**src/rtl/mlp_dot_sequencer.sv**
```systemverilog
// Operand sequencer for the MLP MAC: walks one input vector and one weight row from
// 1-cycle-latency RAMs, strobes the MAC, and captures the finished dot product.
module mlp_dot_sequencer #(
  parameter int A_WIDTH    = 16,
  parameter int B_WIDTH    = 16,
  parameter int ACC_WIDTH  = 32,
  parameter int ADDR_WIDTH = 6,
  parameter int ROW_WIDTH  = 4
) (
  input  logic                                clk,
  input  logic                                rst,
  input  logic                                go,
  input  logic        [ADDR_WIDTH:0]          len,
  input  logic        [ROW_WIDTH-1:0]         row,
  output logic                                busy,
  output logic                                rd_en,
  output logic        [ADDR_WIDTH-1:0]        x_addr,
  output logic        [ROW_WIDTH+ADDR_WIDTH-1:0] w_addr,
  input  logic signed [A_WIDTH-1:0]           x_rdata,
  input  logic signed [B_WIDTH-1:0]           w_rdata,
  output logic signed [A_WIDTH-1:0]           mac_a,
  output logic signed [B_WIDTH-1:0]           mac_b,
  output logic                                mac_start,
  output logic                                mac_valid,
  input  logic signed [ACC_WIDTH-1:0]         mac_result,
  output logic signed [ACC_WIDTH-1:0]         dot_out,
  output logic                                dot_valid
);

  localparam logic [ADDR_WIDTH:0] LEN_MAX = {1'b1, {ADDR_WIDTH{1'b0}}};

  typedef enum logic [2:0] {
    IDLE   = 3'd0,
    RUN    = 3'd1,
    LAST   = 3'd2,
    CAPT   = 3'd3,
    CAPT_Z = 3'd4
  } state_t;

  state_t                         state_q;
  logic        [ADDR_WIDTH-1:0]   idx_q;
  logic        [ADDR_WIDTH:0]     len_q;
  logic        [ROW_WIDTH-1:0]    row_q;
  logic                           busy_q;
  logic                           rd_en_q;
  logic                           pend_q;
  logic                           first_q;
  logic signed [ACC_WIDTH-1:0]    dot_q;
  logic                           dot_valid_q;

  logic        [ADDR_WIDTH:0]     len_d;
  logic                           last_d;

  assign len_d  = (len > LEN_MAX) ? LEN_MAX : len;
  assign last_d = ({1'b0, idx_q} == (len_q - (ADDR_WIDTH+1)'(1)));

  always_ff @(posedge clk or posedge rst) begin
    if (rst) begin
      state_q     <= IDLE;
      idx_q       <= '0;
      len_q       <= '0;
      row_q       <= '0;
      busy_q      <= 1'b0;
      rd_en_q     <= 1'b0;
      pend_q      <= 1'b0;
      first_q     <= 1'b0;
      dot_q       <= '0;
      dot_valid_q <= 1'b0;
    end else begin
      // RAM data lands one cycle after the read, so the MAC strobes trail rd_en by one
      pend_q      <= rd_en_q;
      first_q     <= rd_en_q && (idx_q == '0);
      dot_valid_q <= 1'b0;
      case (state_q)
        IDLE: begin
          if (go) begin
            len_q  <= len_d;
            row_q  <= row;
            idx_q  <= '0;
            busy_q <= 1'b1;
            if (len_d == '0) begin
              state_q <= CAPT_Z;
            end else begin
              state_q <= RUN;
              rd_en_q <= 1'b1;
            end
          end
        end
        RUN: begin
          // idx holds on the final read so it never wraps past LEN_MAX-1
          if (last_d) begin
            rd_en_q <= 1'b0;
            state_q <= LAST;
          end else begin
            idx_q <= idx_q + ADDR_WIDTH'(1);
          end
        end
        LAST: begin
          state_q <= CAPT;
        end
        CAPT: begin
          dot_q       <= mac_result;
          dot_valid_q <= 1'b1;
          busy_q      <= 1'b0;
          state_q     <= IDLE;
        end
        CAPT_Z: begin
          dot_q       <= '0;
          dot_valid_q <= 1'b1;
          busy_q      <= 1'b0;
          state_q     <= IDLE;
        end
        default: begin
          busy_q  <= 1'b0;
          rd_en_q <= 1'b0;
          state_q <= IDLE;
        end
      endcase
    end
  end

  assign busy      = busy_q;
  assign rd_en     = rd_en_q;
  assign x_addr    = idx_q;
  assign w_addr    = {row_q, idx_q};
  assign mac_a     = pend_q ? x_rdata : '0;
  assign mac_b     = pend_q ? w_rdata : '0;
  assign mac_start = pend_q & first_q;
  assign mac_valid = pend_q & ~first_q;
  assign dot_out   = dot_q;
  assign dot_valid = dot_valid_q;

endmodule

```
**config.mk**
```make
export PLATFORM = sky130hd
export DESIGN_NAME = mlp_dot_sequencer
export DESIGN_NICKNAME = d
export VERILOG_FILES = /design/src/rtl/mlp_dot_sequencer.sv
export SDC_FILE = /design/constraint.sdc
export NUM_CORES = 1
export LEC_CHECK = 0
export ABC_AREA = 1
export CAP_MARGIN = 5
export CORE_MARGIN = 3
export CORE_UTILIZATION = 36
export CTS_BUF_LIST = sky130_fd_sc_hd__clkbuf_4 sky130_fd_sc_hd__clkbuf_8
export CTS_CLUSTER_DIAMETER = 60
export CTS_CLUSTER_SIZE = 25
export DETAILED_ROUTE_END_ITERATION = 12
export GPL_ROUTABILITY_DRIVEN = 0
export PLACE_DENSITY = 0.76
export SYNTH_ARGS = -nofsm -noshare
export SYNTH_HDL_FRONTEND = slang
export SYNTH_SLANG_ARGS = --single-unit
```
**constraint.sdc**
```tcl
create_clock -name clk -period 3 [get_ports clk]
set_input_delay 0.3 -clock clk [delete_from_list [all_inputs] [get_ports clk]]
set_output_delay 0.3 -clock clk [all_outputs]
set_load 0.005 [all_outputs]
```
Word-level counts from Yosys, hierarchy flattened:

Cells that the tools add are included.

* reductions and logical operators: 14
* eq/ne operators: 9
* order comparisons: 1
* multiply operators: 0
* shifts and indexed selects: 0
* muxes and demuxes: 18
* bitwise gates (word level): 5
* div/mod/pow operators: 0
* $add $sub $neg: 2

Operators with widths (count)
* $pmux W32 S2: 1
* $mux W16: 2
* $mux W6: 2
* $pmux W6 S2: 1
* $mux W3: 3
* $pmux W3 S3: 1
* $ne A2 B2 Y1 const B: 4
* $eq A6 B7 Y1: 1
* $gt A7 B7 Y1 const B: 1
* $logic_not A7 Y1: 1
* $mux W7: 1
* $sub A7 B1 Y7 const B: 1
* $add A6 B1 Y6 const B: 1
* $eq A3 B2 Y1 const B: 2
* $logic_not A6 Y1: 1
* $reduce_and A2 Y1: 3
* $mux W1: 5
* $reduce_and A4 Y1: 1
* $reduce_bool A2 Y1: 2
* $reduce_or A2 Y1: 2
* $eq A3 B1 Y1 const B: 1
* $eq A3 B3 Y1 const B: 1
* $logic_not A3 Y1: 1
* $not A1 Y1: 3
* 6 further kinds: 7

* memories: 0
* latch bits: 0
* memory bits (writable): 0
* flip-flop bits (word level): 57
* memory bits (read-only): 0
* bits of input ports: 78

Logic depth before layout (Yosys ltp):

* depth in word-level cells: 6
* depth in mapped cells: 14
* depth with buffers taken out: 14

Least setup slack after synthesis:

OpenSTA, ideal clock, no wires.

* path type: register -> register
* start: register len_q[0]
* end: register state_q[1]
* path buffers: 1
* data arrival time: 1.442 ns
* required time: 2.927 ns
* period minus slack after synthesis: 1.515 ns
* path slack: 1.485 ns
* stages on the path, launching flop included: 14
* setup time: 0.073 ns
* cells stage by stage: dfrtp_1 inv_2 ha_1 inv_1 nand2_1 nand2_1 nor2_1 nand3_1 nor2_1 nand2_1 nand2_2 buf_6 nand2_2 a21oi_2

* longest elaborated chain between the ends: 4

RTL lines
* start: declaration: RTL line 42 `logic [ADDR_WIDTH:0] len_q;`
* start signal: assignment: RTL line 77 `len_q <= len_d;`
* $sub A7 B1 Y7: RTL line 55 `assign last_d = ({1'b0, idx_q} == (len_q - (ADDR_WIDTH+1)'(1)));`
* $eq A6 B7 Y1: RTL line 55
* $ne A2 B2 Y1 (no source line)
* $reduce_and A2 Y1 (no source line)
* end signal: assignment: RTL line 59 `state_q <= IDLE;`
* end signal: assignment: RTL line 82 `state_q <= CAPT_Z;`
* end signal: assignment: RTL line 84 `state_q <= RUN;`
* end: declaration: RTL line 40 `state_t state_q;`

Every way passes these cells.
A chain may end at the register's enable or synchronous reset.

Worst setup path after layout:

* start: register pend_q
* end: output port mac_a[9]

* longest elaborated chain between the ends: 1

RTL lines
* start: declaration: RTL line 46 `logic pend_q;`
* start signal: assignment: RTL line 71 `pend_q <= rd_en_q;`
* $mux W16: RTL line 126 `assign mac_a = pend_q ? x_rdata : '0;`
* end: declaration: RTL line 21 `output logic signed [A_WIDTH-1:0] mac_a,`

Every way passes these cells.

==> key figures <==
STA
  • Setup TNS Final: 0 ns
  • Fmax: approximately 0.44 GHz
  • Max-slew violations: 0
  • RSZ-0062 raised after global routing: false
  • Min cycle time layout: 2.25 ns
  • Final period util: between 70% and 80%
  • Final Hold Fails: 0
  • Skew final: between 0.007 and 0.008 ns
  • Post-route worst setup slack: ~0.75 ns
  • # setup viols final: 0
  • Slew @ Worst Pin: 0.885 ns
  • Max_slew headroom: 41.0%

Global route
  • Vias in the first global route: 2,674
  • Largest net degree at the start of global routing: 35
  • GRT Util Overall: a little under a fifth
  • Grt met3 use: 5.47%
  • GR peak layer: met2
  • Met1 usage: a little over a fifth
  • Grt met2 use: between 30% and 40%
  • First-pass GRT wire length: approximately 13 mm
  • Remaining Overflow, GRT: 0
  • Initial antenna violation count: 0

Cells and area
  • Nets@finish: slightly below 600
  • Synthesis-to-layout area growth: 63.8%
  • Layout cells sized above 1: 7.19%
  • Multi-input logic area: 1080 sq um
  • Antenna cell count: 0
  • Commonest non-fill, non-tap cell in the layout: clkdlybuf4s50_1
  • Fill cells: roughly 680
  • Post-Layout Inst Area: ~4800 sq um
  • Most frequent cells in the layout: clkdlybuf4s50_1, nand2_1, inv_1, dfrtp_1, a32o_1
  • FF/Latch Area: approximately 1400 sq um
  • Finished Layout Cells: 603

Yosys
  • Sequential share of the synthesized area: 49.0%
  • Mean Syn Cell Area: around 8.5 sq um
  • #FFs+latches synth: 57
  • Area share of the largest cell type after synthesis: 49.0%
  • Syn Nets: approximately 430
  • Leading area contributor after synthesis: dfrtp_1
  • Area contributors post-synth: dfrtp_1, nand2_1, a32o_1, inv_1, nand3_1
  • Library cells used by synthesis: 27
  • Synthesized area: 2910 sq um
  • Yosys warns: 0
  • Syn Inst Count: about 340

Detailed routing
  • Avg WL per Cell: around 14 um
  • WL final: between 8 and 9 mm
  • Post-route antenna net violation count: 0
  • DRC errors left: 0
  • Detailed-route via count: 2,904
  • DR pass1 iterations: 4
  • Starting DRT DRC Count: between 100 and 150
  • DR vias/cell: 4.82

Floorplanning
  • IO Count: 163
  • Die width: approximately 96 um
  • Die Span Y: ~96 um
  • Initial Utilization: 37.3%
  • Row count: 32
  • Core area: just under 8000 sq um
  • Die ar.: between 9000 and 10,000 sq um

Critical path
  • Crit start category: flip-flop
  • Critical path class: flip-flop to output port
  • Register-to-Register Path Depth: 13
  • Crit path capture type: output port
  • Worst-path maximum fanout: 34
  • FF-to-FF End: x_addr[3]
  • WP data required: between 2 and 3 ns
  • Reg-to-Reg Start: len_q[0]
  • Register-to-Register Setup Slack: 1.14 ns
  • Critical Path AT: just under 2 ns

CTS
  • Clk sinks: 57
  • H-tree depth: 3
  • Postcts setup bufs: 0
  • CTS clk-pin slew, worst paths: ~0.06 ns
  • CTS Hold Bufs: 0
  • Worst skew pair latency: approximately 0.32 ns
  • CTS tree: yes
  • Root buffer cell: clkbuf_8
  • Inserted Clock Buffers: 9
  • Clock Path Buffers: 2
  • Post-CTS sizing: 0

Placement
  • Place WS: around 1.1 ns
  • Buffers on Ports: 162
  • Area post-placement: about 4500 sq um
  • Placed wire-length estimate: a little under 7 mm
  • Placed cells: 587

Power
  • Pwr dens: 354 nW/um^2
  • Leakage power: around 2.3 nW
  • Worst vdd ir: ~0.00027 V
  • Total Power: 1.69 mW

Min path
  • HP Class: input port to asynchronous set/reset pin

Job
  • Maxcap violations: 0

Run status
  • Status: finished, final reports clean
## stage by stage
stage	util, %	hold slack [ns]
floorplan	-	0.410
global placement	58.2	0.461
detailed placement	58.2	0.466
CTS	61.1	0.374
global route	61.1	0.423
finish	61.1	0.370
## critical path, cell delays in order, from the launching register on
cell             delay (ns)
dfrtp_1                0.92
nand2_1                0.12
inv_1                  0.08
clkdlybuf4s50_1        0.51
## sequential cells by signal, indices dropped and copies added (netlist names), 3 cells and up
| register | cells |
|---|---|
| state_q | 3 |
| len_q | 7 |
| dot_out | 32 |
| row_q | 4 |
| x_addr | 6 |
## power by group
group / internal (mW) / switching (mW)
logic: 0.0911 / 0.0347
registers: 0.769 / 0
clock network: 0.498 / 0.295
total: 1.36 / 0.330
## cells in the mapped netlist
library cell  number
xor2_1             2
o31ai_1            1
nand3_1           21
inv_1             59
ha_1               3
nor2_1            16
a32o_1            32
o22ai_1            4
nor3_4             1
o21ai_0            5
nand4_1            2
a21oi_2            1
buf_6              4
nor3b_1            1
inv_2              8
nor2_4             2
nor3_1             2
nand2_1           93
buf_2              3
o21ai_1            4
xnor2_1            1
nand2_2            4
clkbuf_1           7
dfrtp_1           57
buf_1              3
a21oi_1            1
buf_4              7
## layout make-up
| type | instances | share of cell area, % |
|---|---|---|
| Clock buffer | 11 | 3.04 |
| Timing Repair Buffer | 165 | 34.7 |
| Sequential cell | 57 | 29.9 |
| Multi-Input combinational cell | 196 | 22.7 |
| Clock inverter | 5 | 1.65 |
| Tap cell | 102 | 2.68 |
| Inverter | 67 | 5.27 |
## routing by layer
layer	up-vias	wire, um
met5	-	0
met4	0	176
met2	123	4360
li1	1403	-
met1	1365	3340
met3	13	798
## cell families (layout without fill, tap and decap cells)
family | Yosys count | in the layout | synth area share (%)
buffers and inverters | 91 | 248 | 13.8
XOR/XNOR | 3 | 3 | 0.903
adder cells (fa/ha/maj) | 3 | 3 | 1.29
AO/OA/AOI/OAI | 48 | 48 | 14.1
AND/OR/NAND/NOR | 142 | 142 | 20.9
flip-flops | 57 | 57 | 49.0
## worst max-delay path by stage
stage,startpoint,to,slack (ns),depth (start not counted)
floorplan,rst,busy,1.30,1
global placement,pend_q,mac_a[3],1.09,3
detailed placement,pend_q,mac_a[8],1.09,3
CTS,pend_q,mac_a[8],0.74,3
global route,pend_q,mac_a[6],0.53,3
finish,pend_q,mac_a[9],0.75,3
Power figures use the tool's default switching activity.
